$ cat config.mk
export PLATFORM = sky130hd
export DESIGN_NAME = c17_bist_ctrl
export DESIGN_NICKNAME = d
export VERILOG_FILES = /design/src/rtl/c17_bist_pkg.sv /design/src/rtl/c17_bist_misr.sv /design/src/rtl/c17_bist_ctrl.sv
export SDC_FILE = /design/constraint.sdc
export NUM_CORES = 1
export LEC_CHECK = 0
export CAP_MARGIN = 5
export CELL_PAD_IN_SITES_DETAIL_PLACEMENT = 0
export CELL_PAD_IN_SITES_GLOBAL_PLACEMENT = 1
export CORE_MARGIN = 2
export CORE_UTILIZATION = 35
export CTS_CLUSTER_DIAMETER = 40
export CTS_CLUSTER_SIZE = 14
export DETAILED_ROUTE_END_ITERATION = 12
export PLACE_DENSITY = 0.72
export SLEW_MARGIN = 20
export SYNTH_ARGS = -nofsm -noshare
export SYNTH_HDL_FRONTEND = slang
export SYNTH_SLANG_ARGS = --single-unit
$ cat constraint.sdc
create_clock -name clk -period 1.7 [get_ports clk]
set_input_delay 0.34 -clock clk [delete_from_list [all_inputs] [get_ports clk]]
set_output_delay 0.34 -clock clk [all_outputs]
set_load 0.005 [all_outputs]
$ cat src/rtl/c17_bist_pkg.sv
// Shared types, widths, polynomial taps and C17 pin mapping for the C17 BIST controller.
package c17_bist_pkg;

  typedef enum logic [1:0] {
    ST_IDLE,
    ST_RUN,
    ST_DRAIN,
    ST_DONE
  } state_t;

  localparam int LFSR_W = 5;
  localparam int MISR_W = 8;
  localparam int RESP_W = 2;

  // Tap masks: x^5+x^3+1 and x^8+x^4+x^3+x^2+1.
  localparam logic [LFSR_W-1:0] LFSR_TAPS = 5'b10100;
  localparam logic [MISR_W-1:0] MISR_TAPS = 8'b1011_1000;

  localparam int PAT_1GAT   = 0;
  localparam int PAT_2GAT   = 1;
  localparam int PAT_3GAT   = 2;
  localparam int PAT_6GAT   = 3;
  localparam int PAT_7GAT   = 4;
  localparam int RESP_22GAT = 0;
  localparam int RESP_23GAT = 1;

  function automatic logic [LFSR_W-1:0] lfsr_next(input logic [LFSR_W-1:0] l);
    return {l[LFSR_W-2:0], ^(l & LFSR_TAPS)};
  endfunction

  function automatic logic [MISR_W-1:0] misr_next(input logic [MISR_W-1:0] s,
                                                  input logic [RESP_W-1:0] r);
    return {s[MISR_W-2:0], ^(s & MISR_TAPS)} ^ {{(MISR_W-2){1'b0}}, r[RESP_23GAT], r[RESP_22GAT]};
  endfunction

  // LFSR bit order maps straight onto the C17 input pins.
  function automatic logic [LFSR_W-1:0] to_pat(input logic [LFSR_W-1:0] l);
    logic [LFSR_W-1:0] p;
    p           = '0;
    p[PAT_1GAT] = l[0];
    p[PAT_2GAT] = l[1];
    p[PAT_3GAT] = l[2];
    p[PAT_6GAT] = l[3];
    p[PAT_7GAT] = l[4];
    return p;
  endfunction

endpackage

$ cat src/rtl/c17_bist_misr.sv
// 8-bit multiple-input signature register with seed load and enable, 2-bit parallel input.
module c17_bist_misr
  import c17_bist_pkg::*;
#(
  parameter logic [MISR_W-1:0] SEED = '0
) (
  input  logic              clk,
  input  logic              rst,
  input  logic              load,
  input  logic              en,
  input  logic [RESP_W-1:0] resp,
  output logic [MISR_W-1:0] sig
);

  // NOTE: sequential state uses non-blocking assignments so every register samples pre-edge values.
  always_ff @(posedge clk) begin
    if (rst)       sig <= SEED;
    else if (load) sig <= SEED;
    else if (en)   sig <= misr_next(sig, resp);
  end

endmodule

$ cat src/rtl/c17_bist_ctrl.sv
// BIST controller around the C17 netlist: LFSR stimulus, MISR compaction, golden compare.
// Optional macro C17_BIST_RESP_PIPE_EN registers the response ahead of the MISR and adds a DRAIN cycle.
module c17_bist_ctrl
  import c17_bist_pkg::*;
#(
  parameter int unsigned       PATTERN_COUNT = 31,
  parameter logic [LFSR_W-1:0] LFSR_SEED     = 5'b00001,
  parameter logic [MISR_W-1:0] MISR_SEED     = 8'h00,
  parameter logic [MISR_W-1:0] EXP_SIGNATURE = 8'h00
) (
  input  logic              clk,
  input  logic              rst,
  input  logic              start_i,
  output logic [LFSR_W-1:0] pat_o,
  input  logic [RESP_W-1:0] resp_i,
  output logic              busy_o,
  output logic              done_o,
  output logic              pass_o,
  output logic [MISR_W-1:0] signature_o
);

  localparam int          CNT_W = $clog2(PATTERN_COUNT + 1);
  localparam logic [CNT_W-1:0] LAST = CNT_W'(PATTERN_COUNT - 1);

  state_t              state, state_nx;
  logic [LFSR_W-1:0]   lfsr;
  logic [CNT_W-1:0]    count;
  logic                start_ok;
  logic                misr_en;
  logic [RESP_W-1:0]   misr_in;

  assign start_ok = start_i && ((state == ST_IDLE) || (state == ST_DONE));

  // NOTE: every always_comb output gets a default first so no path can infer a latch.
  always_comb begin
    state_nx = state;
    case (state)
      ST_IDLE, ST_DONE: if (start_i) state_nx = ST_RUN;
      ST_RUN: begin
        if (count == LAST) begin
`ifdef C17_BIST_RESP_PIPE_EN
          state_nx = ST_DRAIN;
`else
          state_nx = ST_DONE;
`endif
        end
      end
      ST_DRAIN: state_nx = ST_DONE;
      default:  state_nx = ST_IDLE;
    endcase
  end

  always_comb begin
    pat_o  = '0;
    busy_o = 1'b0;
    done_o = 1'b0;
    pass_o = 1'b0;
    case (state)
      ST_RUN: begin
        pat_o  = to_pat(lfsr);
        busy_o = 1'b1;
      end
      ST_DRAIN: busy_o = 1'b1;
      ST_DONE: begin
        done_o = 1'b1;
        pass_o = (signature_o == EXP_SIGNATURE);
      end
      default: ;
    endcase
  end

  always_ff @(posedge clk) begin
    if (rst) begin
      state <= ST_IDLE;
      lfsr  <= LFSR_SEED;
      count <= '0;
    end else begin
      state <= state_nx;
      if (start_ok) begin
        lfsr  <= LFSR_SEED;
        count <= '0;
      end else if (state == ST_RUN) begin
        lfsr  <= lfsr_next(lfsr);
        count <= count + 1'b1;
      end
    end
  end

`ifdef C17_BIST_RESP_PIPE_EN
  logic [RESP_W-1:0] resp_q;

  always_ff @(posedge clk) begin
    if (rst) resp_q <= '0;
    else     resp_q <= resp_i;
  end

  // First RUN cycle has no registered response yet; DRAIN absorbs the last one.
  assign misr_in = resp_q;
  assign misr_en = ((state == ST_RUN) && (count != '0)) || (state == ST_DRAIN);
`else
  assign misr_in = resp_i;
  assign misr_en = (state == ST_RUN);
`endif

  c17_bist_misr #(
    .SEED (MISR_SEED)
  ) u_misr (
    .clk  (clk),
    .rst  (rst),
    .load (start_ok),
    .en   (misr_en),
    .resp (misr_in),
    .sig  (signature_o)
  );

endmodule

Yosys cells after proc, flatten, opt, wreduce, memory -nomap -nowiden

Index checks and enable logic that the tools add are counted.

Bits in registers: 20
Bits in latches: 0
Bits in writable memories: 0
ROM bits: 0
Input port bits: 5
Output and inout bits: 16
Logic and storage cells: 29
Memories: 0

Add/sub/neg operators: 1
$mul: 0
Div/mod/pow operators: 0
Magnitude comparators: 0
Equality and inequality tests: 6
Shift-type cells: 0
Mux-type cells: 7
Bitwise operators: 1
Reduce and logical (&&, ||, !) cells: 10

Operator list:

| cell                                          | count |
|---|---|
| logical NOT 8 bit                             | 1 |
| parity 8 bit                                  | 1 |
| bitwise XOR 8 x 2 -> 8 bit                    | 1 |
| one-hot mux 2 bit (3 select lines)            | 1 |
| OR reduction 2 bit                            | 3 |
| adder 5 x 1 -> 5 bit, second input constant   | 1 |
| == test 5 bit, second input constant          | 1 |
| 2-to-1 mux 5 bit                              | 1 |
| parity 5 bit                                  | 1 |
| == test 2 bit, second input constant          | 2 |
| 2-to-1 mux 2 bit                              | 2 |
| 2-to-1 mux 1 bit                              | 3 |
| == test 2 x 1 -> 1 bit, second input constant | 1 |
| logical NOT 2 bit                             | 1 |
| != test 2 x 1 -> 1 bit, second input constant | 1 |
| != test 2 bit, second input constant          | 1 |
| AND reduction 2 bit                           | 1 |
| logical AND 1 bit                             | 1 |
| logical OR 1 bit                              | 1 |

Longest topological paths before layout

Word-level depth: 4
Mapped depth: 6
Depth with buffers taken out: 5

Modules after synthesis

From an unflattened synthesis, not the netlist that was laid out.

Cells, all modules: 98
Area, all modules: 920.9 µm²

Modules (own cells, without submodules):

| module        | instances | cells an instance | area each (µm²) | sequential area each (µm²) |
|---|---|---|---|---|
| c17_bist_ctrl | 1         | 64                | 579.3           | 240.2 |
| c17_bist_misr | 1         | 34                | 341.6           | 160.2 |

Least setup slack after synthesis

No wires, ideal clock.

Kind: register to output
From: register u_misr.sig[7]
To: output pass_o
Arrival: 1.018 ns
Data required time: 1.360 ns
Path slack: 0.342 ns
Stages on the path, launching flop included: 3
Buffers on the path: 0
Path through: dfxtp_1 > or4_1 > nor4_2

Longest elaborated chain between the ends: 2

RTL lines:

| item                   | line                | RTL |
|---|---|---|
| start, declared        | c17_bist_misr.sv:12 | `output logic [MISR_W-1:0] sig` |
| start signal, assigned | c17_bist_misr.sv:19 | `else if (en) sig <= misr_next(sig, resp);` |
| logical NOT 8 bit      | c17_bist_ctrl.sv:66 | `pass_o = (signature_o == EXP_SIGNATURE);` |
| 2-to-1 mux 1 bit       | c17_bist_ctrl.sv:58 | `case (state)` |
| end, declared          | c17_bist_ctrl.sv:18 | `output logic pass_o,` |

Every way passes these cells.

Worst setup path in the final report

Ends and elaborated chain as after synthesis.

==> results.md <==
Setup path:
- The worst-case reg-to-reg path depth is 7.
- The largest stage delay on the critical path is 0.53 ns.
- The worst register-to-register path ends at count[4]$_SDFFE_PP0N_.
- At the worst endpoint, the arrival time is 1.43 ns.
- The kind of capture point of the worst setup path is an output port.
- The largest individual stage delay along the critical path comes from the cell sky130_fd_sc_hd__or4_1.
- The startpoint of the worst register-to-register path is state[1]$_SDFFE_PP0P_.
- STA classifies the critical path startpoint as a flop.
- The critical path in this run is classified as reg2out.
- STA puts the critical path data required time at 1.36 ns.
- The setup slack of the most critical reg-to-reg path is 0.32 ns.
- In this run the worst setup path terminates at pass_o.
- The number of stages on the worst setup path is 3.
- Walking the worst path, the cells encountered are or4_1 -> nor4_2 -> buf_2.
- The launching instance or port of the critical path is u_misr.sig[7]$_SDFFE_PP0N_.
- The worst path buffer plus inverter count is 1.
- The largest delay contributor family on the critical path is simple AND/OR/NAND/NOR gates.
- The largest fanout on the critical path is 2.

STA:
- The final number of hold-violating endpoints is 0.
- Summed over all failing endpoints, the final setup total negative slack is -0.0720 ns.
- Static timing analysis puts the maximum clock frequency at 0.564 GHz.
- The remaining max-slew budget at the tightest pin is 84.9%.
- At the pin with the least slew margin, the transition time is 0.226 ns.
- The setup-violating endpoint count in the final report is 1.
- The setup skew after layout is 0.00476 ns.
- Setup repair after global routing could not meet its margin everywhere.
- The max-slew violation total from the final report is 0.
- The final critical path takes up 104% of the cycle.
- The clock period minus worst slack is 1.77 ns.
- Once routing completed, OpenROAD measured the worst setup slack at -0.0720 ns.

Synthesis:
- Summing the sequential cell areas from Yosys gives 44.8% of the chip area.
- In this run the biggest area consumer among cell types represents 44.8% of the synthesized area.
- The post-synthesis register bit count is 20.
- The number of instances in the synthesized netlist is 96.
- Sorting the synthesized cells by area gives the leading types as sky130_fd_sc_hd__dfxtp_1 (45%), sky130_fd_sc_hd__nor2_1 (7.6%), sky130_fd_sc_hd__ha_1 (7.0%).
- The netlist uses 20 different library cells.
- The number of nets in the synthesized netlist is 106.
- The biggest area contributor in the post-synthesis netlist is sky130_fd_sc_hd__dfxtp_1.
- In this run the cell area of the synthesized design comes to 893 µm².
- The synthesis warning total is 0.
- The average cell area after synthesis is 9.31 µm².

Clock network:
- The maximum clock insertion buffer count is 2.
- The TritonCTS clock tree is built.
- The number of buffers added to fix hold violations after cts is 0.
- The clock-pin slew on the worst setup and hold paths is 0.11 ns.
- The insertion delay to the later sink of the worst-skew pair is 0.30 ns.
- CTS built an H-tree with a depth of 1.
- The tree is rooted in a sky130_fd_sc_hd__clkbuf_4.
- Clock tree synthesis inserted a total of 3 buffers.
- Clock tree synthesis found a total of 20 sinks.

Layout:
- The fraction of layout instances using a drive strength above 1 is 21.7%.
- The most frequent standard cell in the layout excluding fill and tap cells is sky130_fd_sc_hd__nor2_1.
- Relative to the synthesized area, the layout overhead comes to 39.1%.
- The number of nets in the layout is 140.
- 0 antenna diodes ended up in the layout.
- Leaving out fill and tap cells, the most frequent cells in the layout are sky130_fd_sc_hd__nor2_1 (18), sky130_fd_sc_hd__dfxtp_1 (17), sky130_fd_sc_hd__clkdlybuf4s50_1 (12), sky130_fd_sc_hd__buf_4 (12), sky130_fd_sc_hd__inv_1 (7).

GRT:
- The global route total overflow is 0.
- The largest net degree at the start of global routing is 20.
- The number of global-route vias before repair is 681.
- The initial antenna violation count is 0.
- Global routing used 14.5% of the available tracks across all layers.
- The global-route wire length before repair is 2.96 mm.

Power and ir drop:
- Net switching is 32.9% of the power.
- VDD sags by at most 0.000786 V.
- The combinational group share of total power is 41.3%.
- The power per standard cell area is 1190 nW/µm².
- The analysis attributes to net switching a power of 0.487 mW.
- Per report_power, the sequential group accounts for 40.2% of the total.
- The power share of the clock group is 18.5%.
- The post-layout total power is 1.48 mW.
- In this run the static leakage power is 0.525 nW.
- Cell internal power was estimated by the tool at 0.993 mW.

Floorplanning:
- The full die area is 2970 µm².
- Measured along the x axis, the die boundary spans 54.5 µm.
- In this run the count of I/O pins placed on the die edge is 21.
- The region available for standard cell placement spans 2450 µm².
- The floorplan has 18 rows.
- The die extent in y is 54.5 µm.
- Once the floorplan was initialized, standard cells occupied 36.4% of the core.

Routing:
- The residual antenna-violating net count after detailed routing is 0.
- The count of TritonRoute iterations in the first routing pass is 4.
- Wires add up to 1.84 mm.
- Dividing the detail-routed wire length by the instance count gives 11.6 µm.
- The number of DRC violations after detailed-routing iteration 0 is 4.
- The number of vias in the routed layout is 728.
- The number of remaining DRC errors is 0.
- Using the TritonRoute via totals, the vias-per-cell ratio works out to 4.58.

Place:
- The detailed placer's ending HPWL is 1.34 mm.
- The count of input and output buffers is 20.
- The global placer's final weighted congestion is 0.706.

Run status:
- The flow ran to the end, but the final reports show violations.
- The final reports fail on negative setup slack.

Hold path:
- The tightest min-delay check is of the reg2reg type.

Run:
- The tool flagged a number of max-cap violations equal to 0.
power by group through the flow:
stage / Combinational, mW / Sequential [mW] / Clock [mW]
floorplan: 0.346 / 0.591 / 0
global placement: 0.581 / 0.593 / 0
detailed placement: 0.585 / 0.595 / 0
CTS: 0.621 / 0.592 / 0.287
global route: 0.680 / 0.606 / 0.311
finish: 0.611 / 0.595 / 0.274
flip-flops by register name, summed over array words and instances (netlist names):
signal	flops
count	5
u_misr.sig	8
state	2
lfsr	5
kinds of logic (layout without fill, tap and decap cells):
| family | count (synthesis) | after routing | share of synthesized area [%] |
|---|---|---|---|
| AOI/OAI and AO/OA | 14 | 14 | 10.5 |
| xor gates and xnor gates | 9 | 9 | 8.82 |
| adders and majority gates | 5 | 5 | 7.00 |
| buffers and inverters | 12 | 45 | 5.88 |
| DFF | 20 | 20 | 44.8 |
| muxes | 6 | 6 | 6.72 |
| and+or+nand+nor | 30 | 30 | 16.2 |
metrics by stage:
step / worst slack, ns / cell area [µm²] / hold WS (ns) / cells / util (%)
detailed placement: -0.123 / 1200 / 0.447 / 153 / 49.0
CTS: -0.0831 / 1260 / 0.475 / 159 / 51.4
global route: -0.157 / 1240 / 0.512 / 159 / 50.6
global placement: -0.123 / 1200 / 0.443 / 153 / 49.0
floorplan: 0.342 / 893 / 0.409 / 96 / -
finish: -0.0720 / 1240 / 0.473 / 159 / 50.6
worst register-to-register path, cell delays in order, from the launching register on:
cell and delay, ns:
sky130_fd_sc_hd__dfxtp_2 0.34, sky130_fd_sc_hd__inv_2 0.07, sky130_fd_sc_hd__ha_4 0.14, sky130_fd_sc_hd__buf_4 0.12, sky130_fd_sc_hd__buf_4 0.25, sky130_fd_sc_hd__nand4_1 0.15
sky130_fd_sc_hd__xor2_1 0.16, sky130_fd_sc_hd__nor2_1 0.09
area by class of cell:
cell class / count / area [µm²]
flip-flops and latches: 20 / 404
well taps: 30 / 37.5
repair buffers: 33 / 282
clock buffers: 4 / 36.3
multi-input cells: 64 / 453
inverters: 8 / 30.0
fillers: 234 / 1210
routing by layer:
layer	GRT usage, %	vias up	routed length (µm)
met1	17.6	327	874
met5	0	-	0
met4	9.17	0	10
li1	-	384	-
met3	3.55	2	72
met2	22.7	15	880
what timing repair did:
action	CTS	global route
setup buffers	2	0
endpoints found under the setup margin	8	6
gates resized for setup	20	5
pin swaps	1	0
cloned	0	0
endpoints found under the hold margin	0	0
worst min-delay path by stage:
stage	start	to	depth (start not counted)	slack, ns
after floorplan	rst	state[0]$_SDFFE_PP0P_	1	0.41
after global placement	lfsr[0]$_SDFFE_PP1N_	lfsr[0]$_SDFFE_PP1N_	1	0.44
after detailed placement	lfsr[0]$_SDFFE_PP1N_	lfsr[0]$_SDFFE_PP1N_	1	0.45
after CTS	lfsr[0]$_SDFFE_PP1N_	lfsr[0]$_SDFFE_PP1N_	1	0.48
after global routing	lfsr[0]$_SDFFE_PP1N_	lfsr[0]$_SDFFE_PP1N_	1	0.51
final	lfsr[0]$_SDFFE_PP1N_	lfsr[0]$_SDFFE_PP1N_	1	0.47
Yosys cell counts:
library cell,number
sky130_fd_sc_hd__nand2_1,2
sky130_fd_sc_hd__o31ai_1,1
sky130_fd_sc_hd__a21o_1,1
sky130_fd_sc_hd__buf_4,1
sky130_fd_sc_hd__a211oi_1,3
sky130_fd_sc_hd__nor4_2,1
sky130_fd_sc_hd__a21oi_1,6
sky130_fd_sc_hd__and2_1,5
sky130_fd_sc_hd__a22o_1,1
sky130_fd_sc_hd__nand4_1,3
sky130_fd_sc_hd__xor2_1,3
sky130_fd_sc_hd__mux2i_1,6
sky130_fd_sc_hd__ha_1,5
sky130_fd_sc_hd__xnor2_1,6
sky130_fd_sc_hd__a211o_1,2
sky130_fd_sc_hd__nor2_1,18
sky130_fd_sc_hd__inv_1,8
sky130_fd_sc_hd__buf_2,3
sky130_fd_sc_hd__or4_1,1
sky130_fd_sc_hd__dfxtp_1,20
Note: power is estimated with default switching activity, not from simulation.
